===== src/rtl/ex_mdu_pkg.sv =====
// Shared opcode, result-select, constant and divider-state definitions for the EX-stage MDU.
package ex_mdu_pkg;

  localparam logic [63:0] ZeroWord = 64'h0;

  localparam logic [7:0] OP_NOP  = 8'h00;
  localparam logic [7:0] OP_AND  = 8'h24;
  localparam logic [7:0] OP_OR   = 8'h25;
  localparam logic [7:0] OP_XOR  = 8'h26;
  localparam logic [7:0] OP_NOR  = 8'h27;
  localparam logic [7:0] OP_SLL  = 8'h7C;
  localparam logic [7:0] OP_SRL  = 8'h02;
  localparam logic [7:0] OP_SRA  = 8'h03;
  localparam logic [7:0] OP_ADD  = 8'h20;
  localparam logic [7:0] OP_ADDU = 8'h21;
  localparam logic [7:0] OP_SUB  = 8'h22;
  localparam logic [7:0] OP_SUBU = 8'h23;
  localparam logic [7:0] OP_SLT  = 8'h2A;
  localparam logic [7:0] OP_SLTU = 8'h2B;
  localparam logic [7:0] OP_DIV  = 8'h1A;
  localparam logic [7:0] OP_DIVU = 8'h1B;

  localparam logic [2:0] SEL_NOP   = 3'b000;
  localparam logic [2:0] SEL_LOGIC = 3'b001;
  localparam logic [2:0] SEL_SHIFT = 3'b010;
  localparam logic [2:0] SEL_ARITH = 3'b100;

  typedef enum logic [1:0] {
    DIV_IDLE = 2'd0,
    DIV_BUSY = 2'd1,
    DIV_DONE = 2'd2
  } div_state_e;

endpackage


===== src/rtl/ex_mdu_div.sv =====
// Iterative radix-2 restoring divider, one quotient bit per cycle, signed via magnitudes.
//   state    | meaning
//   DIV_IDLE | waiting for start_i; latches operands on start
//   DIV_BUSY | DATA_W shift/subtract iterations
//   DIV_DONE | quotient/remainder valid for exactly one cycle
module div_iter
  import ex_mdu_pkg::*;
#(
  parameter int DATA_W = 32
) (
  input  logic              clk,
  input  logic              rst,
  input  logic              start_i,
  input  logic              signed_i,
  input  logic              flush_i,
  input  logic [DATA_W-1:0] dividend_i,
  input  logic [DATA_W-1:0] divisor_i,
  output logic              busy_o,
  output logic              done_o,
  output logic [DATA_W-1:0] quot_o,
  output logic [DATA_W-1:0] rem_o
);

  localparam int CNT_W = $clog2(DATA_W);
  localparam logic [CNT_W-1:0] CNT_LAST = CNT_W'(DATA_W - 1);

  div_state_e        state_q;
  logic [CNT_W-1:0]  cnt_q;
  logic [DATA_W-1:0] quo_q, rem_q, dsor_q;
  logic              qneg_q, rneg_q;

  logic [DATA_W:0]   rem_sh, rem_sub;
  logic              ge;
  logic [DATA_W-1:0] rem_d, dd_mag, ds_mag;

  assign dd_mag = (signed_i && dividend_i[DATA_W-1]) ? -dividend_i : dividend_i;
  assign ds_mag = (signed_i && divisor_i[DATA_W-1])  ? -divisor_i  : divisor_i;

  // quo_q starts as the dividend and shifts its bits into the partial remainder
  assign rem_sh  = {rem_q, quo_q[DATA_W-1]};
  assign ge      = rem_sh >= {1'b0, dsor_q};
  assign rem_sub = rem_sh - {1'b0, dsor_q};
  assign rem_d   = ge ? rem_sub[DATA_W-1:0] : rem_sh[DATA_W-1:0];

  always_ff @(posedge clk) begin
    if (!rst) begin
      state_q <= DIV_IDLE;
      cnt_q   <= '0;
      quo_q   <= '0;
      rem_q   <= '0;
      dsor_q  <= '0;
      qneg_q  <= 1'b0;
      rneg_q  <= 1'b0;
    end else if (flush_i) begin
      state_q <= DIV_IDLE;
    end else begin
      case (state_q)
        DIV_IDLE: begin
          if (start_i) begin
            cnt_q <= '0;
            if (divisor_i == '0) begin
              quo_q   <= '1;
              rem_q   <= dividend_i;
              qneg_q  <= 1'b0;
              rneg_q  <= 1'b0;
              state_q <= DIV_DONE;
            end else begin
              quo_q   <= dd_mag;
              rem_q   <= '0;
              dsor_q  <= ds_mag;
              qneg_q  <= signed_i & (dividend_i[DATA_W-1] ^ divisor_i[DATA_W-1]);
              rneg_q  <= signed_i & dividend_i[DATA_W-1];
              state_q <= DIV_BUSY;
            end
          end
        end
        DIV_BUSY: begin
          quo_q <= {quo_q[DATA_W-2:0], ge};
          rem_q <= rem_d;
          cnt_q <= cnt_q + 1'b1;
          if (cnt_q == CNT_LAST) state_q <= DIV_DONE;
        end
        DIV_DONE: state_q <= DIV_IDLE;
        default:  state_q <= DIV_IDLE;
      endcase
    end
  end

  assign busy_o = !flush_i && ((state_q == DIV_IDLE && start_i) || state_q == DIV_BUSY);
  assign done_o = !flush_i && (state_q == DIV_DONE);
  assign quot_o = qneg_q ? -quo_q : quo_q;
  assign rem_o  = rneg_q ? -rem_q : rem_q;

endmodule


===== src/rtl/ex_mdu.sv =====
// EX-stage ALU with logic/shift/arith result mux and an iterative divider driving HI/LO.
module ex_mdu
  import ex_mdu_pkg::*;
#(
  parameter int DATA_W     = 32,
  parameter int REG_ADDR_W = 5,
  parameter int ALUOP_W    = 8,
  parameter int ALUSEL_W   = 3
) (
  input  logic                  clk,
  input  logic                  rst,
  input  logic [ALUOP_W-1:0]    aluop_i,
  input  logic [ALUSEL_W-1:0]   alusel_i,
  input  logic [DATA_W-1:0]     reg1_i,
  input  logic [DATA_W-1:0]     reg2_i,
  input  logic [REG_ADDR_W-1:0] wd_i,
  input  logic                  wreg_i,
  input  logic                  flush_i,
  output logic [DATA_W-1:0]     wdata_o,
  output logic [REG_ADDR_W-1:0] wd_o,
  output logic                  wreg_o,
  output logic                  whilo_o,
  output logic [DATA_W-1:0]     hi_o,
  output logic [DATA_W-1:0]     lo_o,
  output logic                  stallreq_o
);

  localparam int SH_W = $clog2(DATA_W);
  localparam int MSB  = DATA_W - 1;

  logic [DATA_W-1:0] sum, diff, result, div_quot, div_rem;
  logic [SH_W-1:0]   sh;
  logic              is_div, add_ovf, sub_ovf, suppress, div_busy, div_done;

  assign sh      = reg1_i[SH_W-1:0];
  assign sum     = reg1_i + reg2_i;
  assign diff    = reg1_i - reg2_i;
  assign add_ovf = (reg1_i[MSB] == reg2_i[MSB]) && (sum[MSB] != reg1_i[MSB]);
  assign sub_ovf = (reg1_i[MSB] != reg2_i[MSB]) && (diff[MSB] != reg1_i[MSB]);
  assign is_div  = (aluop_i == ALUOP_W'(OP_DIV)) || (aluop_i == ALUOP_W'(OP_DIVU));

  assign suppress = (alusel_i == ALUSEL_W'(SEL_ARITH)) &&
                    (((aluop_i == ALUOP_W'(OP_ADD)) && add_ovf) ||
                     ((aluop_i == ALUOP_W'(OP_SUB)) && sub_ovf));

  always_comb begin
    result = ZeroWord[DATA_W-1:0];
    case (alusel_i)
      ALUSEL_W'(SEL_LOGIC): begin
        case (aluop_i)
          ALUOP_W'(OP_OR):  result = reg1_i | reg2_i;
          ALUOP_W'(OP_AND): result = reg1_i & reg2_i;
          ALUOP_W'(OP_XOR): result = reg1_i ^ reg2_i;
          ALUOP_W'(OP_NOR): result = ~(reg1_i | reg2_i);
          default:          result = ZeroWord[DATA_W-1:0];
        endcase
      end
      ALUSEL_W'(SEL_SHIFT): begin
        case (aluop_i)
          ALUOP_W'(OP_SLL): result = reg2_i << sh;
          ALUOP_W'(OP_SRL): result = reg2_i >> sh;
          ALUOP_W'(OP_SRA): result = $unsigned($signed(reg2_i) >>> sh);
          default:          result = ZeroWord[DATA_W-1:0];
        endcase
      end
      ALUSEL_W'(SEL_ARITH): begin
        case (aluop_i)
          ALUOP_W'(OP_ADD), ALUOP_W'(OP_ADDU): result = sum;
          ALUOP_W'(OP_SUB), ALUOP_W'(OP_SUBU): result = diff;
          ALUOP_W'(OP_SLT):  result = {{(DATA_W-1){1'b0}}, $signed(reg1_i) < $signed(reg2_i)};
          ALUOP_W'(OP_SLTU): result = {{(DATA_W-1){1'b0}}, reg1_i < reg2_i};
          default:           result = ZeroWord[DATA_W-1:0];
        endcase
      end
      default: result = ZeroWord[DATA_W-1:0];
    endcase
  end

  div_iter #(.DATA_W(DATA_W)) u_div (
    .clk        (clk),
    .rst        (rst),
    .start_i    (is_div),
    .signed_i   (aluop_i == ALUOP_W'(OP_DIV)),
    .flush_i    (flush_i),
    .dividend_i (reg1_i),
    .divisor_i  (reg2_i),
    .busy_o     (div_busy),
    .done_o     (div_done),
    .quot_o     (div_quot),
    .rem_o      (div_rem)
  );

  // reset forces every output low combinationally, independent of inputs
  assign wdata_o    = rst ? result : '0;
  assign wd_o       = rst ? wd_i : '0;
  assign wreg_o     = rst & wreg_i & ~suppress;
  assign stallreq_o = rst & div_busy;
  assign whilo_o    = rst & div_done;
  assign lo_o       = (rst && div_done) ? div_quot : '0;
  assign hi_o       = (rst && div_done) ? div_rem : '0;

endmodule

===== config.mk =====
export PLATFORM = sky130hd
export DESIGN_NAME = ex_mdu
export DESIGN_NICKNAME = d
export VERILOG_FILES = /design/src/rtl/ex_mdu_pkg.sv /design/src/rtl/ex_mdu_div.sv /design/src/rtl/ex_mdu.sv
export SDC_FILE = /design/constraint.sdc
export NUM_CORES = 1
export LEC_CHECK = 0
export CORE_ASPECT_RATIO = 1.5
export CORE_MARGIN = 2
export CORE_UTILIZATION = 56
export CTS_BUF_LIST = sky130_fd_sc_hd__clkbuf_4 sky130_fd_sc_hd__clkbuf_8
export DETAILED_ROUTE_END_ITERATION = 16
export PLACE_DENSITY = 0.79
export SLEW_MARGIN = 15
export SYNTH_ARGS = -nofsm -noshare
export SYNTH_HDL_FRONTEND = slang
export SYNTH_SLANG_ARGS = --single-unit

===== constraint.sdc =====
create_clock -name clk -period 11.9 [get_ports clk]
set_input_delay 1.785 -clock clk [delete_from_list [all_inputs] [get_ports clk]]
set_output_delay 1.785 -clock clk [all_outputs]
set_load 0.01 [all_outputs]

==> results of run 1 <==
## final cells by class
cell class	instances	area share
well taps	415	0.0252
flip-flops and latches	105	0.102
diodes	1	0.000121
clock buffers	9	0.00601
multi-input cells	2206	0.729
repair buffers	230	0.105
clock inverters	7	0.00431
inverters	157	0.0286
## per-layer routing
metal	up-vias	track usage	routed length, um
li1	9731	-	-
met1	10234	0.493	27400
met2	1605	0.775	38200
met3	525	0.110	9190
met4	6	0.459	10300
met5	-	0	43
## layout by cell type (no fill, tap or decap), drive strengths merged, types with 26 or more instances in the layout
| master | instances |
|---|---|
| nor2 | 309 |
| nand2 | 256 |
| a21oi | 225 |
| o21ai | 213 |
| clkdlybuf4s50 | 181 |
| inv | 157 |
| xnor2 | 137 |
| ha | 137 |
| dfxtp | 105 |
| mux2i | 90 |
| xor2 | 74 |
| a211oi | 71 |
| nand3 | 54 |
| o31ai | 51 |
| nor3 | 49 |
| buf | 49 |
| a31oi | 38 |
| o221ai | 33 |
| mux4 | 30 |
| o211ai | 26 |
## kinds of logic after synthesis
logic type                 after synthesis  share of synthesized area
AOI/OAI and AO/OA                      865                      0.304
xor gates and xnor gates               211                      0.100
adders and majority gates              140                     0.0963
buffers and inverters                  362                     0.0743
DFF                                    105                      0.114
muxes                                  138                     0.0965
and+or+nand+nor                        852                      0.214
## power by group
group          internal, mW  switching [mW]
registers             0.352         0.00105
clock network         0.101           0.144
logic                 0.203           0.370
total                 0.656           0.515
## worst max-delay path by stage
stage / slack, ns / from / end / depth (start not counted)
3_3_place_gp: 3.41 / reg1_i[4] / wdata_o[31] / 14
2_1_floorplan: 5.04 / reg1_i[2] / wdata_o[23] / 14
5_1_grt: 2.88 / reg1_i[4] / wreg_o / 14
3_5_place_dp: 3.36 / reg1_i[4] / wreg_o / 14
6_report: 3.17 / reg1_i[4] / wreg_o / 14
4_1_cts: 3.35 / reg1_i[4] / wreg_o / 14
## sequential cells by signal, indices dropped and copies added (netlist names)
signal         count
u_div.rneg_q       1
u_div.dsor_q      32
u_div.rem_q       32
u_div.qneg_q       1
u_div.state_q      2
u_div.cnt_q        5
u_div.quo_q       32
## stage by stage
step	hold slack (ns)	area [um^2]	instances	utilization
floorplan	0.436	18400	2673	-
global placement	0.444	20400	3113	0.627
detailed placement	0.458	20400	3113	0.627
CTS	0.474	20600	3129	0.634
global route	0.496	20600	3129	0.634
finish	0.473	20600	3130	0.634
## worst max-delay path, stage by stage
cell             delay, ns
clkdlybuf4s50_1       0.45
buf_4                 0.39
inv_1                 0.48
ha_1                  0.61
nand2_1               0.08
a21oi_1               0.29
nor2_1                0.14
o31ai_1               0.52
o31ai_1               0.24
o311ai_0              0.63
xnor2_1               0.20
o311ai_0              0.19
a21oi_1               0.33
clkdlybuf4s50_1       0.61
==> out/qor.csv, run 1 <==
stage,metric,value,unit
run_status,status,finished clean,
setup_path,endpoint_kind,output pin,
setup_path,crit_required,10.12,ns
final_layout,syn_to_final_growth,11.9,%
synthesis,synth_area_leader_cell,dfxtp_1,
power,p_per_area,56.8,mW/mm^2
run,drv_cap,0,
setup_path,cp-start-kind,input pin,
synthesis,synth_edf_count,0,
cts,cts_num_sinks,105,
placed_design,io_buffers,187,
floorplan,die_area,0.0344,mm^2
floorplan,coreArea,0.0325,mm^2
setup_path,crit_fanout,41,
floorplan,start_util,0.567,
final_layout,ff_latch_area,0.00210,mm^2
drt,drcViolationCount,0,
cts,cts_tree,yes,
cts,clockRootBuffer,clkbuf_8,
sta,timing_hold_violations_final,0,
synthesis,synth-async-reset-ratio,0,
sta,max_freq,115,MHz
worst_hold_path,hold_path_class,flip-flop to flip-flop,
drt,drt-wirelength-per-cell,27.2,um
floorplan,ios,188,
sta,finalSetupTns,0,ns
placed_design,routabilityCongestion,1.05,
setup_path,worstSetupPathType,input pin to output pin,
sta,fin_skew,0.0115,ns
setup_path,rr_worst_depth,10,
sta,rsz0062_at_grt,false,
placed_design,dp.final_hpwl,65000,um
setup_path,r2r_setup_slack,8.02,ns
power,ir_drop,71.6,uV
worst_hold_path,holdPathStages,2,
cts,cts_hold_buf,0,
cts,h-tree-depth,3,
synthesis,synthTopCellsByArea,"dfxtp_1, ha_1, xnor2_1",
power,static-leakage-power,7.83,nW
sta,layout_setup_ws,3.17,ns
grt,antenna_found_initial,6,
drt,vias,22101,
grt,grt_pass1_wl,125000,um
final_layout,nNetsFinal,2933,
synthesis,yosysMostFrequentCell,nor2_1,
synthesis,syn_area,0.0184,mm^2
drt,drt_iter0_markers,2571,
worst_hold_path,min-delay-start,u_div.cnt_q[4],
floorplan,fp.dieW,152,um
final_layout,drive_gt1_frac,0.0597,
synthesis,synth.avg_cell_area,6.89,um^2
cts,cts_resized,0,
final_layout,multi_input_area,0.0150,mm^2
synthesis,netlist.area_leader.share,0.114,
sta,setup_violations,0,
synthesis,syn_inst,2673,
cts,worst_skew_pair.late_latency,0.42,ns
sta,worst_pin_slew,1.21,ns
setup_path,r2r-end,u_div.rem_q[26],
drt,antenna_left,0,
sta,drv_slew,0,
grt,grt_use_total,0.472,
setup_path,reg2reg_from,u_div.rem_q[5],
floorplan,rows,81,
cts,post_cts_buffers,0,
setup_path,arrival,6.94,ns
drt,wirelength,85100,um
sta,fin_crit,8.73,ns
cts,cts_buffers,9,
cts,cts.path.max_buffers,2,
power,power.total,1.17,mW
floorplan,die_h,226,um
drt,via_per_inst,7.06,
sta,finalCritPeriodShare,0.733,
synthesis,syn_nets,2897,
synthesis,yosys_warnings,0,
synthesis,synth_seq_cells,105,
sta,relSlewSlack,0.169,
synthesis,synth_commonest_cells,"nor2_1, nand2_1, a21oi_1",
drt,drt_first_pass_iters,8,
worst_hold_path,holdPathEnd,u_div.cnt_q[4],
final_layout,fill_cells,3037,
synthesis,ys.flop_type,dfxtp_1,
synthesis,synth-seq-area-share,0.114,
cts,clkTransAtPathRegs,0.12,ns
grt,grt_pass1_vias,21006,
placed_design,place_ws,3.36,ns
grt,grt_overflow_total,0,
grt,grt_max_degree,82,
synthesis,ys_types,89,
No activity file was read; power rests on OpenSTA's default activity.
==> run 2: changes to the inputs <==
clock period = 8.2 ns   (was 11.9 ns; I/O delays follow)
==> run 2 against run 1 <==
  * Worst hold slack better by 0.0058 ns
  * Die area did not move
  * Clock skew up 0.00078 ns
  * Sequential power is 45% higher
  * Clock power increased by 36%
  * Critical path depth is 1 lower
  * Highest routed layer unchanged
==> out/qor.csv, run 2 (synthesis results as in run 1) <==
stage,metric,value,unit
final_layout,mostFrequentLayoutCell,nor2_1,
sta,fin_skew,0.0123,ns
placed_design,io_buffers,187,
placed_design,routabilityCongestion,1.12,
drt,vias,22283,
drt,via_per_inst,7.09,
power,ir_drop,90.2,uV
sta,worst_pin_slew,1.34,ns
drt,drt-wirelength-per-cell,27.0,um
sta,finalCritPeriodShare,0.908,
final_layout,nNetsFinal,2946,
final_layout,utilization,0.637,
run,drv_cap,0,
setup_path,crit_family,compound AO/OA/AOI/OAI gates,
power,power.total,1.68,mW
cts,worst_skew_pair.late_latency,0.42,ns
floorplan,ios,188,
floorplan,rows,81,
setup_path,endpoint_kind,output pin,
sta,max_freq,134,MHz
final_layout,most-common-layout-cells,"nor2_1, nand2_1, a21oi_1",
cts,cts_buffers,9,
power,p_per_area,81.2,mW/mm^2
drt,drcViolationCount,0,
floorplan,fp.dieW,152,um
grt,grt_use_total,0.474,
run_status,status,finished clean,
grt,grt_pass1_wl,126000,um
setup_path,worstSetupPathType,input pin to output pin,
sta,rsz0062_at_grt,false,
drt,drt_iter0_markers,2776,
sta,timing_hold_violations_final,0,
floorplan,die_area,0.0344,mm^2
placed_design,dpl-instance-area,0.0205,mm^2
drt,wirelength,84700,um
grt,grt_pass1_vias,21125,
power,static-leakage-power,7.89,nW
cts,h-tree-depth,3,
setup_path,arrival,6.22,ns
final_layout,syn_to_final_growth,12.4,%
grt,antenna_found_initial,5,
setup_path,cp-start-kind,input pin,
setup_path,cpPeakStageDelay,0.72,ns
final_layout,biggestRegsByFlops,"u_div.dsor_q: 32 flops, u_div.quo_q: 32 flops, u_div.rem_q: 32 flops",
final_layout,num_antenna_cells,0,
sta,drv_slew,0,
cts,post_cts_buffers,0,
sta,relSlewSlack,0.104,
sta,hold_ws,0.479,ns
grt,grt_max_degree,77,
sta,fin_crit,7.45,ns
setup_path,path_buf_inv,3,
placed_design,place_ws,1.05,ns
placed_design,dp.final_hpwl,65200,um
sta,setup_violations,0,
setup_path,slowest_stage,clkdlybuf4s50_1,
drt,antenna_left,0,
final_layout,finalNonFillerCells,3142,
placed_design,placed_cells,3126,
sta,layout_setup_ws,0.750,ns
final_layout,final_area,0.0207,mm^2
drt,drt_first_pass_iters,8,
floorplan,coreArea,0.0325,mm^2
cts,cts_hold_buf,0,
final_layout,drive_gt1_frac,0.0642,
cts,cts_tree,yes,
setup_path,path_cells,clkdlybuf4s50_1 > inv_1 > ha_1 > nand2_1 > a21oi_1 > nor2_1 > o31ai_1 > o31ai_1 > o311ai_0 > mux2i_1 > xor2_1 > o22ai_1 > clkdlybuf4s50_1,
setup_path,crit_fanout,12,
cts,clockRootBuffer,clkbuf_8,
worst_hold_path,hold_path_class,flip-flop to flip-flop,
floorplan,die_h,226,um
setup_path,crit_required,6.97,ns
floorplan,start_util,0.567,
cts,cts.path.max_buffers,2,
cts,clkTransAtPathRegs,0.11,ns
cts,cts_resized,0,
sta,finalSetupTns,0,ns
cts,cts_num_sinks,105,
grt,grt_overflow_total,0,
run 2: cell count changes in the layout (fill, tap and decap cells not counted), sizes merged:
cell,delta
buf,+13
bufinv,-1
clkbuf,+2
clkinv,-2
clkinvlp,-1
diode,-1
inv,+2
run 2: final timing paths:
| kind | slack [ns] | from | end | cells after the start |
|---|---|---|---|---|
| max | 0.75 | reg2_i[4] | wdata_o[31] | 13 |
| min | 0.48 | u_div.cnt_q[4] | u_div.cnt_q[4] | 2 |
| max reg2reg | 4.38 | u_div.rem_q[2] | u_div.rem_q[27] | 10 |
| min reg2reg | 0.48 | u_div.cnt_q[4] | u_div.cnt_q[4] | 2 |
run 2: per-layer routing:
layer,vias up,share of wire,GRT usage,routed length (um)
li1,9774,-,-,-
met3,558,0.11,0.0973,9380
met2,1728,0.45,0.772,37900
met5,-,0.00015,0,13
met1,10221,0.32,0.510,27300
met4,2,0.12,0.457,10100
run 2: report_power, final:
| part | leakage, nW | internal [mW] | switching, mW |
|---|---|---|---|
| Clock | 0.101 | 0.132 | 0.201 |
| Combinational | 6.95 | 0.300 | 0.537 |
| Sequential | 0.845 | 0.511 | 0.00150 |
| Total | 7.89 | 0.943 | 0.740 |
run 2: cell type report:
class | instances | area [um^2]
Multi-Input combinational cell | 2206 | 15000
Fill cell | 2985 | 11800
Timing Repair Buffer | 243 | 2270
Sequential cell | 105 | 2100
Inverter | 157 | 589
Tap cell | 415 | 519
Clock buffer | 11 | 151
Clock inverter | 5 | 43.8
run 2: worst reg2reg max path: cells and delay by family, from the launching register on:
kind	cells	cell delay (ns)
buf+inv	1	0.47
flops	1	0.54
fa+ha+maj	1	0.37
simple gates	1	0.15
compound gates	7	2.17
